### src/rtl/watchdog_supervisor_if.sv
// Interface bundling the watchdog_supervisor control and status signals.
// The slave modport is the supervisor's view; the master modport belongs to whoever drives it.
interface watchdog_supervisor_if #(
    parameter int N_SRC  = 4,
    parameter int FCNT_W = 4
);
    logic              arm;
    logic              disarm;
    logic [N_SRC-1:0]  src_mask;
    logic [N_SRC-1:0]  kick;
    logic              sw_force;
    logic              clear_lockout;
    logic              wd_triggered;
    logic              wd_warning;
    logic              wd_rstn;
    logic              wd_enable;
    logic              wd_heartbeat;
    logic              wd_force_reset;
    logic              rf_mute;
    logic              warn_irq;
    logic [N_SRC-1:0]  kick_pending;
    logic [FCNT_W-1:0] fault_count;
    logic [2:0]        state;

    modport slave (
        input  arm, disarm, src_mask, kick, sw_force, clear_lockout,
               wd_triggered, wd_warning,
        output wd_rstn, wd_enable, wd_heartbeat, wd_force_reset, rf_mute,
               warn_irq, kick_pending, fault_count, state
    );

    modport master (
        output arm, disarm, src_mask, kick, sw_force, clear_lockout,
               wd_triggered, wd_warning,
        input  wd_rstn, wd_enable, wd_heartbeat, wd_force_reset, rf_mute,
               warn_irq, kick_pending, fault_count, state
    );
endinterface

### src/rtl/watchdog_supervisor.sv
// Watchdog supervisor: merges per-subsystem kicks into one heartbeat, mutes RF on a trip,
// restarts the watchdog after a holdoff and locks out after repeated faults.
module watchdog_supervisor #(
    parameter int N_SRC          = 4,
    parameter int HOLDOFF_CYCLES = 1024,
    parameter int RESTART_CYCLES = 2,
    parameter int MAX_FAULTS     = 3,
    parameter int FCNT_W         = 4
) (
    input logic clk,
    input logic rstn,
    watchdog_supervisor_if.slave bus
);
    localparam int HOLD_W = $clog2(HOLDOFF_CYCLES + 1);
    localparam int RST_W  = $clog2(RESTART_CYCLES + 1);
    localparam logic [HOLD_W-1:0] HOLD_LAST = HOLD_W'(HOLDOFF_CYCLES - 1);
    localparam logic [RST_W-1:0]  RST_LAST  = RST_W'(RESTART_CYCLES - 1);

    typedef enum logic [2:0] {
        S_IDLE    = 3'd0,
        S_ARMED   = 3'd1,
        S_FAULT   = 3'd2,
        S_RESTART = 3'd3,
        S_LOCKOUT = 3'd4
    } state_t;

    state_t             r_state, w_state_nxt;
    logic [N_SRC-1:0]   r_mask, w_mask_nxt;
    logic [N_SRC-1:0]   r_seen, w_seen_nxt;
    logic [N_SRC-1:0]   r_pending, w_pending_nxt;
    logic [HOLD_W-1:0]  r_hold, w_hold_nxt;
    logic [RST_W-1:0]   r_rcnt, w_rcnt_nxt;
    logic [FCNT_W-1:0]  r_fault_count, w_fcnt_nxt;
    logic               r_heartbeat, w_hb_nxt;
    logic               r_force, w_force_nxt;
    logic               r_warn_irq, w_warn_nxt;
    logic               r_warn_d;
    logic               r_wd_rstn, r_wd_enable, r_rf_mute;
    logic [N_SRC-1:0]   w_seen_acc;
    logic               w_complete;

    // NOTE: every variable gets a default before the case so no path leaves it unassigned (no latches).
    always_comb begin
        w_state_nxt   = r_state;
        w_mask_nxt    = r_mask;
        w_seen_nxt    = '0;
        w_pending_nxt = '0;
        w_hold_nxt    = '0;
        w_rcnt_nxt    = '0;
        w_fcnt_nxt    = r_fault_count;
        w_hb_nxt      = 1'b0;
        w_force_nxt   = 1'b0;
        w_warn_nxt    = 1'b0;
        w_seen_acc    = r_seen | (bus.kick & r_mask);
        w_complete    = (r_mask != '0) && (w_seen_acc == r_mask);

        case (r_state)
            S_IDLE: begin
                if (bus.arm) begin
                    w_state_nxt   = S_ARMED;
                    w_mask_nxt    = bus.src_mask;
                    w_pending_nxt = bus.src_mask;
                end
            end
            S_ARMED: begin
                w_warn_nxt = bus.wd_warning && !r_warn_d;
                if (bus.wd_triggered) begin
                    w_state_nxt = S_FAULT;
                    if (r_fault_count != '1) w_fcnt_nxt = r_fault_count + FCNT_W'(1);
                end else if (bus.disarm) begin
                    w_state_nxt = S_IDLE;
                end else begin
                    w_force_nxt   = bus.sw_force;
                    // Pending shows the completing kick as consumed for one cycle before the new round.
                    w_pending_nxt = r_mask & ~w_seen_acc;
                    if (w_complete) w_hb_nxt   = 1'b1;
                    else            w_seen_nxt = w_seen_acc;
                end
            end
            S_FAULT: begin
                if (r_hold == HOLD_LAST) begin
                    w_state_nxt = (int'(r_fault_count) >= MAX_FAULTS) ? S_LOCKOUT : S_RESTART;
                end else begin
                    w_hold_nxt = r_hold + HOLD_W'(1);
                end
            end
            S_RESTART: begin
                if (r_rcnt == RST_LAST) begin
                    w_state_nxt   = S_ARMED;
                    w_pending_nxt = r_mask;
                end else begin
                    w_rcnt_nxt = r_rcnt + RST_W'(1);
                end
            end
            S_LOCKOUT: begin
                if (bus.clear_lockout) begin
                    w_state_nxt = S_IDLE;
                    w_fcnt_nxt  = '0;
                end
            end
            default: w_state_nxt = S_IDLE;
        endcase
    end

    // NOTE: sequential state uses non-blocking assignments so every register samples pre-edge values.
    always_ff @(posedge clk or negedge rstn) begin
        if (!rstn) begin
            r_state       <= S_IDLE;
            r_mask        <= '0;
            r_seen        <= '0;
            r_pending     <= '0;
            r_hold        <= '0;
            r_rcnt        <= '0;
            r_fault_count <= '0;
            r_heartbeat   <= 1'b0;
            r_force       <= 1'b0;
            r_warn_irq    <= 1'b0;
            r_warn_d      <= 1'b0;
            r_wd_rstn     <= 1'b0;
            r_wd_enable   <= 1'b0;
            r_rf_mute     <= 1'b1;
        end else begin
            r_state       <= w_state_nxt;
            r_mask        <= w_mask_nxt;
            r_seen        <= w_seen_nxt;
            r_pending     <= w_pending_nxt;
            r_hold        <= w_hold_nxt;
            r_rcnt        <= w_rcnt_nxt;
            r_fault_count <= w_fcnt_nxt;
            r_heartbeat   <= w_hb_nxt;
            r_force       <= w_force_nxt;
            r_warn_irq    <= w_warn_nxt;
            r_warn_d      <= bus.wd_warning;
            r_wd_rstn     <= (w_state_nxt != S_RESTART);
            r_wd_enable   <= (w_state_nxt == S_ARMED);
            r_rf_mute     <= (w_state_nxt == S_FAULT) || (w_state_nxt == S_RESTART) ||
                             (w_state_nxt == S_LOCKOUT);
        end
    end

    assign bus.wd_rstn        = r_wd_rstn;
    assign bus.wd_enable      = r_wd_enable;
    assign bus.wd_heartbeat   = r_heartbeat;
    assign bus.wd_force_reset = r_force;
    assign bus.rf_mute        = r_rf_mute;
    assign bus.warn_irq       = r_warn_irq;
    assign bus.kick_pending   = r_pending;
    assign bus.fault_count    = r_fault_count;
    assign bus.state          = r_state;
endmodule

### src/flat_wrapper.sv
// flat-port wrapper written by rule: the top's interface ports become plain ports
module watchdog_supervisor_flat 
#(
    parameter int N_SRC          = 4,
    parameter int HOLDOFF_CYCLES = 1024,
    parameter int RESTART_CYCLES = 2,
    parameter int MAX_FAULTS     = 3,
    parameter int FCNT_W         = 4
)
  (clk, rstn, bus_arm, bus_disarm, bus_src_mask, bus_kick, bus_sw_force, bus_clear_lockout, bus_wd_triggered, bus_wd_warning, bus_wd_rstn, bus_wd_enable, bus_wd_heartbeat, bus_wd_force_reset, bus_rf_mute, bus_warn_irq, bus_kick_pending, bus_fault_count, bus_state);
  watchdog_supervisor_if #(.N_SRC(N_SRC), .FCNT_W(FCNT_W)) bus_i ();
  input logic clk;
  input logic rstn;
  input wire logic [$bits(bus_i.arm)-1:0] bus_arm;
  input wire logic [$bits(bus_i.disarm)-1:0] bus_disarm;
  input wire logic [$bits(bus_i.src_mask)-1:0] bus_src_mask;
  input wire logic [$bits(bus_i.kick)-1:0] bus_kick;
  input wire logic [$bits(bus_i.sw_force)-1:0] bus_sw_force;
  input wire logic [$bits(bus_i.clear_lockout)-1:0] bus_clear_lockout;
  input wire logic [$bits(bus_i.wd_triggered)-1:0] bus_wd_triggered;
  input wire logic [$bits(bus_i.wd_warning)-1:0] bus_wd_warning;
  output wire logic [$bits(bus_i.wd_rstn)-1:0] bus_wd_rstn;
  output wire logic [$bits(bus_i.wd_enable)-1:0] bus_wd_enable;
  output wire logic [$bits(bus_i.wd_heartbeat)-1:0] bus_wd_heartbeat;
  output wire logic [$bits(bus_i.wd_force_reset)-1:0] bus_wd_force_reset;
  output wire logic [$bits(bus_i.rf_mute)-1:0] bus_rf_mute;
  output wire logic [$bits(bus_i.warn_irq)-1:0] bus_warn_irq;
  output wire logic [$bits(bus_i.kick_pending)-1:0] bus_kick_pending;
  output wire logic [$bits(bus_i.fault_count)-1:0] bus_fault_count;
  output wire logic [$bits(bus_i.state)-1:0] bus_state;
  assign bus_i.arm = bus_arm;
  assign bus_i.disarm = bus_disarm;
  assign bus_i.src_mask = bus_src_mask;
  assign bus_i.kick = bus_kick;
  assign bus_i.sw_force = bus_sw_force;
  assign bus_i.clear_lockout = bus_clear_lockout;
  assign bus_i.wd_triggered = bus_wd_triggered;
  assign bus_i.wd_warning = bus_wd_warning;
  assign bus_wd_rstn = bus_i.wd_rstn;
  assign bus_wd_enable = bus_i.wd_enable;
  assign bus_wd_heartbeat = bus_i.wd_heartbeat;
  assign bus_wd_force_reset = bus_i.wd_force_reset;
  assign bus_rf_mute = bus_i.rf_mute;
  assign bus_warn_irq = bus_i.warn_irq;
  assign bus_kick_pending = bus_i.kick_pending;
  assign bus_fault_count = bus_i.fault_count;
  assign bus_state = bus_i.state;
  watchdog_supervisor #(.N_SRC(N_SRC), .HOLDOFF_CYCLES(HOLDOFF_CYCLES), .RESTART_CYCLES(RESTART_CYCLES), .MAX_FAULTS(MAX_FAULTS), .FCNT_W(FCNT_W)) u_core (.clk(clk), .rstn(rstn), .bus(bus_i));
endmodule
### config.mk
export PLATFORM = sky130hd
export DESIGN_NAME = watchdog_supervisor_flat
export DESIGN_NICKNAME = d
export VERILOG_FILES = /design/src/rtl/watchdog_supervisor_if.sv /design/src/rtl/watchdog_supervisor.sv /design/src/flat_wrapper.sv
export SDC_FILE = /design/constraint.sdc
export NUM_CORES = 1
export LEC_CHECK = 0
export CAP_MARGIN = 10
export CORE_ASPECT_RATIO = 0.8
export CORE_UTILIZATION = 55
export DETAILED_ROUTE_END_ITERATION = 6
export GPL_ROUTABILITY_DRIVEN = 0
export PLACE_DENSITY_LB_ADDON = 0.08
export SYNTH_ARGS = -nofsm -noshare
export SYNTH_HDL_FRONTEND = slang
export SYNTH_SLANG_ARGS = --single-unit
export TNS_END_PERCENT = 50
### constraint.sdc
create_clock -name clk -period 5.85 [get_ports clk]
set_clock_uncertainty 0.1 [all_clocks]
set_input_delay 1.17 -clock clk [delete_from_list [all_inputs] [get_ports clk]]
set_output_delay 1.17 -clock clk [all_outputs]
set_load 0.01 [all_outputs]
==> load_flow_metrics.sql, run 1 <==
INSERT INTO impl_metrics (metric_group, metric, value, unit) VALUES
('layout', 'insertedDiodeCount', '0', ''),
('worst_setup_path', 'worst_setup_path_end_kind', 'output pin', ''),
('floorplanning', 'row_count', '17', ''),
('timing', 'postLayoutSetupSlackWorst', '3170', 'ps'),
('global_routing', 'grt_start_max_net_pins', '40', ''),
('timing', 'setup_tns_final', '0', 'ps'),
('outcome', 'status', 'finished clean', ''),
('flow_run', 'cap_violations', '0', ''),
('placed_design', 'detailed_place.area', '0.00209', 'mm²'),
('routing', 'dr_vias', '1331', ''),
('layout', 'layout_cell_area_excl_fill', '0.00221', 'mm²'),
('routing', 'detail_route.vias_per_cell', '5.62', ''),
('power', 'irDropWorstVdd', '262', 'µV'),
('worst_setup_path', 'ff2ff_path_depth', '5', ''),
('synthesis', 'avgSynthCellArea', '10.8', 'µm²'),
('layout', 'mostFrequentLayoutCell', 'dfrtp_1', ''),
('timing', 'finalHoldViolations', '0', ''),
('global_routing', 'number_of_global_route_vias_before_repair', '1330', ''),
('layout', 'final_core_util', '0.769', ''),
('floorplanning', 'initial_core_util', '0.604', ''),
('power', 'power.density', '436', 'mW/mm²'),
('power', 'p_leak', '0.992', 'nW'),
('global_routing', 'grt-ovfl-total', '0', ''),
('worst_setup_path', 'count_of_cell_instances_traversed_by_the_critical_path', '1', ''),
('placed_design', 'port_buffers', '32', ''),
('clocking', 'cts.reportedPaths.clkPinSlew', '70', 'ps'),
('worst_setup_path', 'r2r_slack', '3850', 'ps'),
('clocking', 'cts_repair_resize_count', '0', ''),
('worst_hold_path', 'min_from', 'u_core.r_warn_d', ''),
('clocking', 'cts_num_sinks', '39', ''),
('worst_hold_path', 'hold_wc_path_type', 'flip-flop to flip-flop', ''),
('timing', 'finalWorstPathRequiredPeriod', '2680', 'ps'),
('timing', 'timing.final.max_slew_violations', '0', ''),
('worst_setup_path', 'timing.critical_path.from_type', 'flip-flop', ''),
('timing', 'period_share', '0.458', ''),
('routing', 'wl', '3.62', 'mm'),
('clocking', 'root_buffer', 'clkbuf_8', ''),
('worst_setup_path', 'worstPathRequired', '4580', 'ps'),
('global_routing', 'grt_use_total', '0.253', ''),
('timing', 'setup_viol', '0', ''),
('worst_setup_path', 'crit_path_end', 'bus_state[1]', ''),
('floorplanning', 'fp.dieW', '64.8', 'µm'),
('routing', 'dr.first_iter.drc_count', '60', ''),
('synthesis', 'syn_nets', '183', ''),
('clocking', 'worstSkewPairLatency', '300', 'ps'),
('timing', 'timing.fmax', '373', 'MHz'),
('worst_setup_path', 'critPathArrivalTime', '1410', 'ps'),
('worst_setup_path', 'critical_path.cell_chain', 'clkdlybuf4s50_1', ''),
('layout', 'post_route_cells_drive_above_1_share', '0.0905', ''),
('timing', 'rsz0062_at_grt', 'no', ''),
('worst_setup_path', 'crit_path_top_delay_cell', 'clkdlybuf4s50_1', ''),
('worst_setup_path', 'crit_start', 'u_core.bus.state[1]', ''),
('clocking', 'post_cts_hold_buffer_count', '0', ''),
('timing', 'tightestPinTransition', '832', 'ps'),
('layout', 'area_growth', '27.3', '%'),
('synthesis', 'yosysWarnings', '0', ''),
('worst_setup_path', 'slowest_delay', '600', 'ps'),
('routing', 'drt_pass1_iterations', '5', ''),
('floorplanning', 'die_area', '0.00339', 'mm²'),
('worst_setup_path', 'critPathBufInv', '1', ''),
('worst_setup_path', 'worst_r2r_startpoint', 'u_core.r_hold[0]', ''),
('worst_setup_path', 'cpLargestDelayFamily', 'buffers and inverters', ''),
('floorplanning', 'fp.dieH', '52.2', 'µm'),
('timing', 'max_slew_margin', '0.445', ''),
('worst_setup_path', 'crit_type', 'flip-flop to output pin', ''),
('clocking', 'ctsLongestPathBuffers', '2', ''),
('worst_setup_path', 'timing.rr.end', 'u_core.r_hold[3]', ''),
('routing', 'route.antenna.remaining_nets', '0', ''),
('worst_setup_path', 'critPathMaxFanout', '10', ''),
('synthesis', 'postSynthCellCount', '161', ''),
('layout', 'finish.net_count', '220', '');
## synthesized netlist by cell type, drive strengths merged
library cell,number,area share
nand2,21,0.045
or3b,2,0.012
nand3b,3,0.013
nor2b,2,0.0072
and4,2,0.010
a31oi,2,0.0072
ha,6,0.043
dfstp,1,0.015
nor4,3,0.011
a311oi,1,0.015
inv,3,0.0065
nor2,21,0.045
nor3b,3,0.013
or2,3,0.011
a41oi,1,0.0050
xor2,5,0.025
and2,2,0.0072
nand2b,2,0.0072
a22o,1,0.0050
and3,2,0.0072
nand4,3,0.011
nand3,4,0.012
a22oi,4,0.017
a21oi,7,0.022
o22a,1,0.0050
a2111o,1,0.0065
a21o,1,0.0043
o21ai,3,0.0086
a41o,1,0.0058
nor3,5,0.017
xnor2,3,0.015
o41ai,1,0.0050
mux2,1,0.0065
dfrtp,38,0.55
clkbuf,2,0.0043
## through the flow
step | cells | hold WS [ps] | power [W]
3_5_place_dp | 229 | 299 | 0.000735
3_3_place_gp | 229 | 293 | 0.000718
4_1_cts | 237 | 311 | 0.000963
6_report | 237 | 306 | 0.000962
2_1_floorplan | 161 | 282 | 0.000586
5_1_grt | 237 | 330 | 0.00102
## cells by family after synthesis
group,count (synthesis),synth area share
buffers and inverters,5,0.0108
XOR/XNOR,8,0.0404
adder cells (fa/ha/maj),6,0.0433
AND/OR/NAND/NOR,78,0.229
multiplexers,1,0.00649
AO/OA/AOI/OAI,24,0.107
flip-flops,39,0.563
## worst min path at each step
stage	to	slack [ps]	cells after the start
global route	u_core.bus.warn_irq	330	1
detailed placement	u_core.bus.warn_irq	300	1
global placement	u_core.bus.warn_irq	290	1
floorplan	u_core.bus.warn_irq	280	1
finish	u_core.bus.warn_irq	310	1
CTS	u_core.bus.warn_irq	310	1
## area by class of cell
class,count,area [µm²]
clock inverter,2,35.0
clock buffer,6,82.6
tap,38,47.5
inverter,3,11.3
multi-input combinational,117,739
fill,213,663
sequential,39,977
timing repair buffer,32,315
## routing by layer
layer / GRT usage / share of wire / vias up
met5: 0 / 0 / -
met4: 0.130 / 0.022 / 0
met3: 0.0587 / 0.052 / 9
met2: 0.408 / 0.47 / 42
met1: 0.322 / 0.46 / 637
li1: - / - / 643
## registers in the layout (all words and copies together), names as in the netlist
register                   count
u_core.bus.wd_force_reset      1
u_core.r_seen                  4
u_core.bus.wd_heartbeat        1
u_core.bus.state               3
u_core.bus.kick_pending        4
u_core.r_rcnt                  2
u_core.bus.warn_irq            1
u_core.r_hold                 11
u_core.bus.rf_mute             1
u_core.bus.wd_rstn             1
u_core.r_warn_d                1
u_core.r_mask                  4
u_core.bus.fault_count         4
u_core.bus.wd_enable           1
## where the power goes
part           internal [W]  switching (W)
clock              0.000138      0.0000927
combinational      0.000164       0.000162
sequential         0.000334      0.0000715
total              0.000636       0.000326
Note: power is estimated with default switching activity, not from simulation.
==> inputs of run 2 (changes only) <==
--- a/config.mk
+++ b/config.mk
@@ -7,7 +7,7 @@
 export LEC_CHECK = 0
 export CAP_MARGIN = 10
 export CORE_ASPECT_RATIO = 0.8
-export CORE_UTILIZATION = 55
+export CORE_UTILIZATION = 51
 export DETAILED_ROUTE_END_ITERATION = 6
 export GPL_ROUTABILITY_DRIVEN = 0
 export PLACE_DENSITY_LB_ADDON = 0.08
==> constraint.sdc (replaced) <==
create_clock -name clk -period 2.69 [get_ports clk]
set_clock_uncertainty 0.1 [all_clocks]
set_input_delay 0.538 -clock clk [delete_from_list [all_inputs] [get_ports clk]]
set_output_delay 0.538 -clock clk [all_outputs]
set_load 0.01 [all_outputs]
==> load_flow_metrics.sql, run 2 (synthesis results as in run 1) <==
INSERT INTO impl_metrics (metric_group, metric, value, unit) VALUES
('floorplanning', 'fp.dieH', '54.2', 'µm'),
('worst_hold_path', 'hold_wc_path_type', 'primary input to asynchronous set/reset pin', ''),
('floorplanning', 'die_area', '0.00364', 'mm²'),
('timing', 'timing.final.max_slew_violations', '0', ''),
('clocking', 'ctsLongestPathBuffers', '2', ''),
('clocking', 'cts_num_sinks', '39', ''),
('power', 'power.total', '0.00201', 'W'),
('global_routing', 'grt_use_total', '0.219', ''),
('layout', 'insertedDiodeCount', '0', ''),
('worst_setup_path', 'worst_setup_path_end_kind', 'output pin', ''),
('clocking', 'worstSkewPairLatency', '280', 'ps'),
('layout', 'largest_register_ff_count', '11', ''),
('floorplanning', 'fp.dieW', '67.2', 'µm'),
('worst_setup_path', 'critPathArrivalTime', '1390', 'ps'),
('global_routing', 'grt_first_pass_wirelength', '5.63', 'mm'),
('floorplanning', 'floorplan.core_area', '0.00315', 'mm²'),
('routing', 'drt_drc_violations_left', '0', ''),
('worst_setup_path', 'slowest_delay', '600', 'ps'),
('clocking', 'post_cts_hold_buffer_count', '0', ''),
('clocking', 'cts.reportedPaths.clkPinSlew', '70', 'ps'),
('floorplanning', 'initial_core_util', '0.550', ''),
('global_routing', 'grt-ovfl-total', '0', ''),
('layout', 'mostFrequentLayoutCell', 'dfrtp_1', ''),
('floorplanning', 'row_count', '18', ''),
('layout', 'final_core_util', '0.696', ''),
('timing', 'timing.fmax', '492', 'MHz'),
('timing', 'setup_viol', '0', ''),
('clocking', 'cts_inserted_buffers', '5', ''),
('worst_setup_path', 'crit_path_top_delay_cell', 'clkdlybuf4s50_1', ''),
('timing', 'finalHoldViolations', '0', ''),
('placed_design', 'port_buffers', '32', ''),
('outcome', 'status', 'finished clean', ''),
('layout', 'fin_cells', '239', ''),
('global_routing', 'grt_start_max_net_pins', '40', ''),
('clocking', 'postCtsSetupRepairBufs', '0', ''),
('layout', 'area_growth', '26.4', '%'),
('timing', 'finalWorstPathRequiredPeriod', '2030', 'ps'),
('power', 'p_leak', '0.983', 'nW'),
('power', 'power.density', '915', 'mW/mm²'),
('worst_setup_path', 'crit_type', 'flip-flop to output pin', ''),
('layout', 'max_flop_register', 'u_core.r_hold', ''),
('flow_run', 'cap_violations', '0', ''),
('routing', 'dr.first_iter.drc_count', '96', ''),
('clocking', 'cts_repair_resize_count', '0', ''),
('clocking', 'htreeDepth', '2', ''),
('worst_setup_path', 'critPathMaxFanout', '10', ''),
('routing', 'dr_vias', '1327', ''),
('timing', 'tightestPinTransition', '854', 'ps'),
('global_routing', 'number_of_global_route_vias_before_repair', '1229', ''),
('routing', 'drt_pass1_iterations', '4', ''),
('placed_design', 'detailed_place_hpwl', '2.54', 'mm'),
('clocking', 'cts_tree', 'done', ''),
('worst_setup_path', 'cpLargestDelayFamily', 'buffers and inverters', ''),
('placed_design', 'placed_cells', '231', ''),
('worst_setup_path', 'critical_path.cell_chain', 'clkdlybuf4s50_1', ''),
('timing', 'rsz0062_at_grt', 'no', ''),
('timing', 'period_share', '0.756', ''),
('timing', 'max_slew_margin', '0.431', ''),
('clocking', 'root_buffer', 'clkbuf_8', ''),
('layout', 'post_route_cells_drive_above_1_share', '0.0854', ''),
('worst_setup_path', 'critPathBufInv', '1', ''),
('routing', 'detail_route.vias_per_cell', '5.55', ''),
('worst_setup_path', 'timing.critical_path.from_type', 'flip-flop', ''),
('routing', 'routedWlPerCell', '14.3', 'µm'),
('floorplanning', 'ports_placed_on_the_boundary', '33', ''),
('routing', 'wl', '3.41', 'mm'),
('worst_setup_path', 'worstPathRequired', '2050', 'ps'),
('timing', 'setup_tns_final', '0', 'ps'),
('routing', 'route.antenna.remaining_nets', '0', ''),
('global_routing', 'antenna_found_initial', '0', ''),
('power', 'irDropWorstVdd', '502', 'µV'),
('layout', 'finish.net_count', '220', ''),
('layout', 'final_cell_mix', 'dfrtp_1, clkdlybuf4s50_1, nor2_1, nand2_1, clkbuf_8', '');
[run 2: layout make-up]
class	count	area (µm²)
Inverter	3	11.3
Multi-Input combinational cell	117	739
Sequential cell	39	977
Clock buffer	8	100
Timing Repair Buffer	32	315
Fill cell	231	960
Tap cell	40	50.0
[run 2: path summary, 6_finish.rpt]
| path | from | end | slack (ps) | depth (start not counted) |
|---|---|---|---|---|
| worst max-delay path | u_core.bus.state[1] | bus_state[1] | 660 | 1 |
| min in group clk | u_core.r_warn_d | u_core.bus.warn_irq | 320 | 1 |
| max in group asynchronous | rstn | u_core.r_hold[3] | 1690 | 1 |
| worst min register to register | u_core.r_warn_d | u_core.bus.warn_irq | 320 | 1 |
| worst max register to register | u_core.bus.state[0] | u_core.bus.fault_count[0] | 720 | 4 |
| worst min-delay path | rstn | u_core.r_hold[6] | 260 | 1 |
[run 2: per-stage QoR]
step / worst slack (ps) / instance area (µm²) / hold slack, ps
final: 658 / 2190 / 262
after global placement: 543 / 2090 / 295
after CTS: 645 / 2190 / 288
after floorplan: 769 / 1740 / 142
after global routing: 525 / 2190 / 329
after detailed placement: 519 / 2090 / 298
[run 2: metal layers]
metal  track usage  vias up  part of all wire
met1         0.309      636              0.51
met2         0.332       41              0.42
met4        0.0745        0             0.011
met3        0.0508        5             0.058
li1              -      645                 -
met5             0        -                 0
[run 2: where the power goes]
part / total (W) / internal [W] / switching, W
sequential: 0.000882 / 0.000727 / 0.000155
clock: 0.000422 / 0.000234 / 0.000188
combinational: 0.000705 / 0.000356 / 0.000349
==> inputs of run 3 (changes only) <==
==> constraint.sdc (replaced) <==
create_clock -name clk -period 1.9 [get_ports clk]
set_clock_uncertainty 0.1 [all_clocks]
set_input_delay 0.38 -clock clk [delete_from_list [all_inputs] [get_ports clk]]
set_output_delay 0.38 -clock clk [all_outputs]
set_load 0.01 [all_outputs]
==> load_flow_metrics.sql, run 3 (synthesis results as in run 1) <==
INSERT INTO impl_metrics (metric_group, metric, value, unit) VALUES
('floorplanning', 'fp.dieH', '54.2', 'µm'),
('timing', 'timing.fmax', '540', 'MHz'),
('clocking', 'postCtsSetupRepairBufs', '0', ''),
('worst_setup_path', 'worst_r2r_startpoint', 'u_core.bus.fault_count[0]', ''),
('timing', 'period_share', '0.975', ''),
('worst_setup_path', 'r2r_slack', '80', 'ps'),
('clocking', 'htreeDepth', '2', ''),
('timing', 'timing.final.max_slew_violations', '0', ''),
('timing', 'hold_ws', '322', 'ps'),
('routing', 'route.antenna.remaining_nets', '0', ''),
('global_routing', 'grt_use_total', '0.238', ''),
('power', 'power.density', '1300', 'mW/mm²'),
('worst_setup_path', 'timing.rr.end', 'u_core.bus.state[0]', ''),
('worst_setup_path', 'critPathMaxFanout', '8', ''),
('layout', 'max_flop_register', 'u_core.r_hold', ''),
('routing', 'detail_route.vias_per_cell', '5.62', ''),
('worst_hold_path', 'min_delay_path_depth', '1', ''),
('timing', 'finalHoldViolations', '0', ''),
('floorplanning', 'ports_placed_on_the_boundary', '33', ''),
('timing', 'max_slew_margin', '0.677', ''),
('worst_setup_path', 'worstPathRequired', '1420', 'ps'),
('placed_design', 'detailed_place_hpwl', '2.95', 'mm'),
('layout', 'final_cell_mix', 'dfrtp_1, clkdlybuf4s50_1, nor2_1, nand2_1, buf_4', ''),
('clocking', 'cts_inserted_buffers', '5', ''),
('clocking', 'cts.reportedPaths.clkPinSlew', '70', 'ps'),
('timing', 'setup_viol', '0', ''),
('global_routing', 'grt_start_max_net_pins', '21', ''),
('layout', 'fill_cells', '236', ''),
('worst_setup_path', 'crit_type', 'flip-flop to output pin', ''),
('layout', 'insertedDiodeCount', '0', ''),
('timing', 'finalWorstPathRequiredPeriod', '1850', 'ps'),
('timing', 'postLayoutSetupSlackWorst', '47.5', 'ps'),
('worst_setup_path', 'crit_path_top_delay_cell', 'clkdlybuf4s50_1', ''),
('layout', 'finish.net_count', '237', ''),
('worst_setup_path', 'critPathArrivalTime', '1370', 'ps'),
('routing', 'routedWlPerCell', '15.5', 'µm'),
('worst_hold_path', 'hold_wc_path_type', 'flip-flop to flip-flop', ''),
('floorplanning', 'initial_core_util', '0.550', ''),
('power', 'p_leak', '1.07', 'nW'),
('clocking', 'ctsLongestPathBuffers', '2', ''),
('routing', 'dr_vias', '1438', ''),
('floorplanning', 'row_count', '18', ''),
('clocking', 'cts_num_sinks', '39', ''),
('clocking', 'worstSkewPairLatency', '290', 'ps'),
('placed_design', 'port_buffers', '32', ''),
('worst_setup_path', 'ff2ff_path_depth', '5', ''),
('layout', 'largest_register_ff_count', '11', ''),
('global_routing', 'grt_first_pass_wirelength', '6.11', 'mm'),
('layout', 'area_growth', '34.7', '%'),
('global_routing', 'number_of_global_route_vias_before_repair', '1325', ''),
('clocking', 'root_buffer', 'clkbuf_8', ''),
('power', 'combPwrFrac', '0.395', ''),
('power', 'irDropWorstVdd', '925', 'µV'),
('worst_setup_path', 'slowest_delay', '540', 'ps'),
('power', 'seq_power_share', '0.404', ''),
('power', 'power.switching_fraction', '0.348', ''),
('clocking', 'cts_tree', 'done', ''),
('worst_setup_path', 'critical_path.cell_chain', 'buf_4 -> clkdlybuf4s50_1', ''),
('timing', 'rsz0062_at_grt', 'no', ''),
('worst_hold_path', 'holdPathEnd', 'u_core.bus.warn_irq', ''),
('timing', 'setup_tns_final', '0', 'ps'),
('floorplanning', 'die_area', '0.00364', 'mm²'),
('worst_setup_path', 'timing.critical_path.from_type', 'flip-flop', ''),
('routing', 'wl', '3.96', 'mm'),
('layout', 'post_route_cells_drive_above_1_share', '0.157', ''),
('outcome', 'status', 'finished clean', ''),
('floorplanning', 'floorplan.core_area', '0.00315', 'mm²'),
('floorplanning', 'fp.dieW', '67.2', 'µm'),
('worst_setup_path', 'worst_setup_path_end_kind', 'output pin', ''),
('global_routing', 'antenna_found_initial', '0', ''),
('power', 'power.net_switching', '0.00105', 'W'),
('power', 'clock_power_share', '0.200', ''),
('routing', 'dr.first_iter.drc_count', '144', ''),
('worst_hold_path', 'min_from', 'u_core.r_warn_d', ''),
('timing', 'tightestPinTransition', '484', 'ps'),
('global_routing', 'grt-ovfl-total', '0', ''),
('power', 'power.internal', '0.00198', 'W'),
('placed_design', 'place_worst_setup_slack', '-178', 'ps'),
('layout', 'mostFrequentLayoutCell', 'dfrtp_1', ''),
('flow_run', 'cap_violations', '0', ''),
('routing', 'drt_pass1_iterations', '4', ''),
('routing', 'drt_drc_violations_left', '0', '');
## run 3: changes by cell type in the layout (fill, tap and decap cells not counted), sizes merged
cell	delta
dlygate4sd3	+1
buf	+16
## run 3: repair_timing
item / CTS / global route
hold endpoints to repair: 18 / 0
setup endpoints to repair: 0 / 1
hold buffers: 1 / 0
gates resized for setup: 0 / 1
## run 3: worst max-delay path, delay by kind of cell, from the launching register on
family | cells | cell delay [ps]
flip-flops | 1 | 370
buffers and inverters | 2 | 710
## run 3: cell type report
type                       count  area [µm²]  share of cell area
sequential                    39         978               0.419
tap                           40        50.0              0.0214
inverter                       3        11.3             0.00482
multi-input combinational    117         739               0.316
clock buffer                   8         100              0.0428
timing repair buffer          49         458               0.196
## run 3: power by group through the flow
stage	Clock (W)	Combinational (W)	Sequential (W)
final	0.000608	0.00120	0.00122
after global routing	0.000668	0.00132	0.00125
after CTS	0.000625	0.00120	0.00121
after detailed placement	0	0.00118	0.00123
after global placement	0	0.00114	0.00121
after floorplan	0	0.000546	0.00126
## run 3: how the worst max path moves through the flow
stage                                    from                        end  slack (ps)  cells after the start
floorplan                 u_core.bus.state[1]  u_core.bus.fault_count[0]          40                      5
global placement                  bus_kick[0]           u_core.r_seen[2]         -40                      7
detailed placement                bus_kick[2]           u_core.r_seen[3]        -180                      7
CTS                 u_core.bus.fault_count[2]         bus_fault_count[2]          40                      1
global route              u_core.bus.state[0]               bus_state[0]           1                      2
finish                    u_core.bus.state[0]               bus_state[0]          50                      2
## run 3: metal layers
| metal | vias to the layer above | GRT usage | share of wire |
|---|---|---|---|
| li1 | 679 | - | - |
| met1 | 707 | 0.343 | 0.49 |
| met2 | 46 | 0.348 | 0.46 |
| met3 | 6 | 0.0572 | 0.041 |
| met4 | 0 | 0.0816 | 0.013 |
| met5 | - | 0 | 0 |
## run 3: through the flow
step | utilization | total power, W | std cells | area, µm²
after floorplan | - | 0.00180 | 161 | 1740
after global placement | 0.706 | 0.00235 | 247 | 2230
after detailed placement | 0.706 | 0.00241 | 247 | 2230
after CTS | 0.741 | 0.00304 | 256 | 2340
after global routing | 0.741 | 0.00323 | 256 | 2340
final | 0.741 | 0.00303 | 256 | 2340
